--- src/rtl/mem_port_arbiter.sv ---
// mem_port_arbiter: shares one single-port memory between fetch and data requesters
module mem_port_arbiter #(
    parameter int ADDR_W = 32,
    parameter int MEM_LAT = 2,
    parameter int STARVE_MAX = 4
) (
    input  logic              clk,
    input  logic              rst,
    input  logic              if_req,
    input  logic [ADDR_W-1:0] if_addr,
    input  logic              if_flush,
    output logic              if_gnt,
    output logic              if_rvalid,
    output logic [31:0]       if_rdata,
    input  logic              d_req,
    input  logic              d_we,
    input  logic [ADDR_W-1:0] d_addr,
    input  logic [63:0]       d_wdata,
    output logic              d_gnt,
    output logic              d_rvalid,
    output logic [63:0]       d_rdata,
    input  logic              halt,
    output logic              mem_en,
    output logic              mem_we,
    output logic [ADDR_W-1:0] mem_addr,
    output logic [63:0]       mem_wdata,
    input  logic [63:0]       mem_rdata,
    output logic              stall_if,
    output logic              stall_mem,
    output logic              busy
);
    typedef enum logic [1:0] {IDLE, ISSUE, WAIT, RESP} state_t;
    state_t state;
    logic own_if, we_q, drop, go, pick_if;
    logic [ADDR_W-1:0] addr_q;
    logic [63:0] wdata_q;
    logic [3:0] cnt, starve;
    assign go = state == IDLE && !rst && !halt && (if_req || d_req);
    assign pick_if = if_req && (!d_req || starve == 4'(STARVE_MAX));
    assign if_gnt = go && pick_if;
    assign d_gnt = go && !pick_if;
    assign mem_en = state == ISSUE && !rst;
    assign mem_we = mem_en && we_q;
    assign mem_addr = mem_en ? addr_q : '0;
    assign mem_wdata = mem_en ? wdata_q : '0;
    assign if_rvalid = state == RESP && !rst && own_if && !drop && !if_flush;
    assign d_rvalid = state == RESP && !rst && !own_if;
    assign stall_if = if_req && !if_rvalid;
    assign stall_mem = d_req && !d_rvalid;
    assign busy = state != IDLE;
    // Transaction sequencer: latch the winner, issue, wait out the latency, respond
    always_ff @(posedge clk) begin
        if (rst) begin
            state <= IDLE;
            own_if <= 1'b0;
            we_q <= 1'b0;
            drop <= 1'b0;
            addr_q <= '0;
            wdata_q <= '0;
            cnt <= '0;
            starve <= '0;
            if_rdata <= '0;
            d_rdata <= '0;
        end else begin
            if (if_flush && (if_gnt || (state != IDLE && own_if))) drop <= 1'b1;
            case (state)
                IDLE: if (go) begin
                    state <= ISSUE;
                    own_if <= pick_if;
                    we_q <= !pick_if && d_we;
                    addr_q <= pick_if ? if_addr : d_addr;
                    wdata_q <= pick_if ? '0 : d_wdata;
                    starve <= pick_if ? '0 : (if_req && starve != 4'(STARVE_MAX)) ? starve + 4'd1 : starve;
                end
                ISSUE: begin
                    state <= WAIT;
                    cnt <= 4'(MEM_LAT - 1);
                end
                WAIT: if (cnt == '0) begin
                    state <= RESP;
                    if (own_if) if_rdata <= addr_q[2] ? mem_rdata[63:32] : mem_rdata[31:0];
                    else d_rdata <= we_q ? '0 : mem_rdata;
                end else cnt <= cnt - 4'd1;
                RESP: begin
                    state <= IDLE;
                    drop <= 1'b0;
                end
            endcase
        end
    end
endmodule

--- config.mk ---
export PLATFORM = sky130hd
export DESIGN_NAME = mem_port_arbiter
export DESIGN_NICKNAME = d
export VERILOG_FILES = /design/src/rtl/mem_port_arbiter.sv
export SDC_FILE = /design/constraint.sdc
export NUM_CORES = 1
export LEC_CHECK = 0
export CORE_MARGIN = 10
export CORE_UTILIZATION = 45
export DETAILED_ROUTE_END_ITERATION = 6
export GPL_TIMING_DRIVEN = 0
export PLACE_DENSITY_LB_ADDON = 0.1
export SLEW_MARGIN = 10
export SYNTH_ARGS = -nofsm -noshare
export SYNTH_HDL_FRONTEND = slang
export SYNTH_SLANG_ARGS = --single-unit
--- constraint.sdc ---
create_clock -name clk -period 3.19 [get_ports clk]
set_input_delay 0.638 -clock clk [delete_from_list [all_inputs] [get_ports clk]]
set_output_delay 0.638 -clock clk [all_outputs]
set_load 0.05 [all_outputs]
======== Word level (Yosys, flattened, before mapping) ========
Cells that the tools add are included.
W data, S select, Z words.
storage, ports and cells
  output and inout port bits .............. 201
  register bits ........................... 205
  logic and storage cells ................. 77
  input bits .............................. 199
cells by class
  add/subtract/negate cells ............... 2
  reduce and logical (&&, ||, !) cells .... 43
  bitwise gates (word level) .............. 1
  equality and inequality tests ........... 8
  mux-type cells .......................... 13
operators by type and width
  kind                   number
  $mux W64               3
  $mux W32               3
  $logic_and A1 B1 Y1    19
  $mux W4                3
  $logic_not A1 Y1       9
  $reduce_and A3 Y1      3
  $pmux W2 S4            1
  $pmux W4 S2            1
  $ne A2 B2 Y1 const B   3
  $reduce_and A2 Y1      3
  $reduce_bool A2 Y1     3
  $add A4 B1 Y4 const B  1
  $eq A2 B2 Y1 const B   2
  $eq A4 B3 Y1 const B   1
  $logic_not A4 Y1       1
  $mux W2                2
  $ne A4 B3 Y1 const B   1
  $sub A4 B1 Y4 const B  1
  $logic_or A1 B1 Y1     3
  $eq A2 B1 Y1 const B   1
  $logic_not A2 Y1       1
  $reduce_or A2 Y1       1
  $not A1 Y1             1

======== Longest topological paths before layout ========
  depth in word-level cells ............... 7
  mapped depth ............................ 8
  gate-level depth less buffers ........... 6

======== Worst setup path before layout ========
OpenSTA, ideal clock, no wires.
  path type ............................... input to output
  start point ............................. input port rst
  end point ............................... output port mem_wdata[54]
  cell stages on the path ................. 5
  arrival ................................. 2.137 ns
  path buffers ............................ 3
  slack ................................... 0.415 ns
  data required time ...................... 2.552 ns
  cells stage by stage .................... buf_2 > nor2b_1 > buf_2 > clkbuf_1 > and2_1
between the ends
  cells in the longest elaborated chain, start to end .. 3
RTL lines
  element              line  text
  start: declaration   8     input logic rst,
  $logic_not A1 Y1     42    assign mem_en = state == ISSUE && !rst;
  $logic_and A1 B1 Y1  42
  via mem_en           23    output logic mem_en,
  $mux W64             45    assign mem_wdata = mem_en ? wdata_q : '0;
  end: declaration     26    output logic [63:0] mem_wdata,
The timed path passes the listed nets, and every way through them passes these cells.

======== Worst setup path after layout ========
  start point ............................. register state[0]
  end point ............................... output port d_rvalid
between the ends
  cells in the longest elaborated chain, start to end .. 3
RTL lines
  element                            line  text
  start: declaration                 33    state_t state;
  start signal: assignment           54    state <= IDLE;
  start signal: assignment           68    state <= ISSUE;
  start signal: assignment           76    state <= WAIT;
  $eq A2 B2 Y1                       47    assign d_rvalid = state == RESP && !rst && !own_if;
  $logic_and A1 B1 Y1 (2 in series)  47
  end: declaration                   20    output logic d_rvalid,
No other way between the ends.

==> impl_metrics.json <==
{
  "hp-class": "flop to flop",
  "synthCells": 952,
  "ys.flop_type": "dfxtp_1",
  "area_growth_pct": 51.3,
  "min_period_ps": 3030,
  "synthArstFlopShare_pct": 0,
  "dr.pass1.iters": 5,
  "ys_seq_elements": 205,
  "antenna_found_initial": 3,
  "fin_util_pct": 69.0,
  "top_layer_used": "met4",
  "postCtsHoldBufs": 0,
  "wl_met3_mm": 3.01,
  "nNetsFinal": 1580,
  "wirelength_mm": 32.9,
  "arrival_ps": 2390,
  "yosysUniqueCellTypes": 39,
  "clock_latency_ps": 500,
  "die_h_um": 160,
  "cellLeakagePower_nw": 5.12,
  "ios": 400,
  "tightest_slew_ps": 742,
  "ys.warnings.count": 0,
  "root_buffer": "clkbuf_16",
  "critPathLaunchType": "flop",
  "core.rowCount": 51,
  "fillers": 1703,
  "path_class": "flop to primary output",
  "ant_nets": 0,
  "cts_tree": "done",
  "core-area_um2": 19400,
  "outcome": "finished clean",
  "hold_viol_final": 0,
  "io_buffer_count": 397,
  "r2r_start": "state[0]",
  "fp.dieW_um": 160,
  "rsz0062_at_grt": "no",
  "startpoint": "state[0]",
  "path_clk_slew_ps": 60,
  "cts_buffer_depth": 3,
  "drv_cap": 0,
  "fin_worst_skew_ps": 13.7,
  "gp_congestion": 0.841,
  "peakVddDrop_mv": 0.503,
  "wl_met2_mm": 16.0,
  "synth-seq-area-share_pct": 46.4,
  "grt_pass1_wl_mm": 50.4,
  "drc": 0,
  "grt_pass1_vias": 8630,
  "maxSlewHeadroom_pct": 50.6,
  "netlist.area_leader.share_pct": 46.4,
  "layout.cells.non_filler": 1655,
  "synth_top_cell_by_area": "dfxtp_1",
  "initial_core_util_pct": 45.6,
  "post_cts_buffers": 0,
  "place_inst": 1614,
  "worstPathRequired_ps": 2550,
  "hpwl_mm": 25.8,
  "grt_overflow": 0,
  "path_max_fanout": 3,
  "synth-edff-count": 0,
  "ys_top_cells_by_area": "dfxtp_1 46%, and2_1 9.2%, a22oi_1 5.5%",
  "drive_gt1_share_pct": 14.5,
  "reg2regPathDepth": 8,
  "cts_made_buffers": 23,
  "power.density_nw_per_um2": 612,
  "syn-num-nets": 1158,
  "wl_per_cell_um": 19.9,
  "fin_crit_sh_pct": 95.1,
  "syn-cell-area_um2": 8840,
  "viasPerCell": 5.14,
  "max_freq_mhz": 330,
  "r2r_setup_slack_ps": 1130,
  "grt_max_degree": 13,
  "postSynthAreaPerCell_um2": 9.29,
  "crit_path_end_kind": "primary output",
  "critPathCapture": "d_rvalid",
  "grtUsageTotal_pct": 24.3,
  "cts.sinks": 205,
  "vias": 8508,
  "slew_viol_final": 0,
  "timing.rr.end": "d_rdata[61]",
  "wl_met1_mm": 12.9,
  "initialDrtViolationCount": 453,
  "cts_max_level": 1,
  "finalSetupViolCount": 0,
  "dieArea_um2": 25600
}
## cell usage after synthesis (all sizes together), types with 6 or more instances
cell and n:
dfxtp 205, nor2 104, mux2i 33, a21oi 69, nor2b 7, and2 130, a211oi 35, nand3b 65
ha 7, buf 43, nand2 68, a221o 32, inv 9, nand2b 6, a22oi 65, clkbuf 45
## worst min path at each step
stage	from	end	slack, ps	cells past startpoint
floorplan	addr_q[0]	addr_q[0]	450	1
global route	d_rdata[11]	d_rdata[11]	470	2
finish	d_rdata[51]	d_rdata[51]	450	2
CTS	d_rdata[51]	d_rdata[51]	450	2
detailed placement	d_rdata[11]	d_rdata[11]	440	2
global placement	d_rdata[29]	d_rdata[29]	440	2
## placed cells by master, fill, tap and decap left out, types with 4 or more instances in the layout
master and count:
clkinv_2 9, a22oi_1 65, a221o_1 32, and2_1 130
dlygate4sd2_1 6, nand2_1 68, clkbuf_1 45, dfxtp_1 205
clkdlybuf4s50_1 297, clkbuf_16 23, ha_1 7, buf_6 13
a211oi_1 7, nand3b_1 65, buf_4 7, a211oi_2 28
nor2_1 104, nand2b_1 6, a21oi_1 68, nand4b_1 4
buf_2 36, mux2i_1 33, clkbuf_4 5, nor2b_1 7
inv_1 9, clkbuf_2 74
## power breakdown
group	internal (mW)	total, mW	switching (mW)
Combinational	1.04	2.76	1.72
Clock	1.36	2.39	1.03
Sequential	2.88	3.05	0.168
Total	5.28	8.19	2.91
## cells by family after synthesis
group | synth area share (%)
buffers and inverters | 5.80
AND/OR/NAND/NOR | 24.6
multiplexers | 3.74
flip-flops | 46.4
AO/OA/AOI/OAI | 18.5
adder cells (fa/ha/maj) | 0.991
## registers in the layout, summed over array words and instances (netlist names)
register and flops:
addr_q 32, cnt 4, d_rdata 64, drop 1, if_rdata 32, own_if 1
starve 4, state 2, wdata_q 64, we_q 1
## routing by layer
metal,global-route usage (%),vias to the layer above
met5,0,-
met4,8.64,0
met3,9.05,53
met2,41.1,300
met1,27.5,3996
li1,-,4159
## critical path: stages (launching register included)
cell             delay, ps
dfxtp_1                380
ha_1                   200
nor2b_1                150
nor2b_1                290
clkdlybuf4s50_1        870
## per-stage QoR
step | setup TNS, ps | power, mW | area (um2) | worst slack, ps | hold slack (ps)
global route | 0 | 8.58 | 13400 | 3.61 | 465
global placement | -12170 | 5.85 | 13100 | -562 | 438
finish | 0 | 8.19 | 13400 | 157 | 448
detailed placement | -12140 | 5.89 | 13100 | -551 | 443
CTS | 0 | 8.27 | 13800 | 2.38 | 451
floorplan | 0 | 4.86 | 8840 | 415 | 447
## layout make-up
cell class / count / area [um2] / share of cell area, %
Antenna cell: 3 / 7.51 / 0.0561
Buffer: 88 / 487 / 3.64
Clock buffer: 29 / 618 / 4.62
Clock inverter: 9 / 45.0 / 0.337
Inverter: 9 / 33.8 / 0.253
Multi-Input combinational cell: 650 / 4230 / 31.6
Sequential cell: 205 / 4100 / 30.7
Tap cell: 265 / 332 / 2.48
Timing Repair Buffer: 397 / 3520 / 26.3
## timing repair
action,in CTS,in global routing
endpoints found under the setup margin,100,94
gates resized for setup,155,181
pin swaps,0,0
No activity file was read; power rests on OpenSTA's default activity.
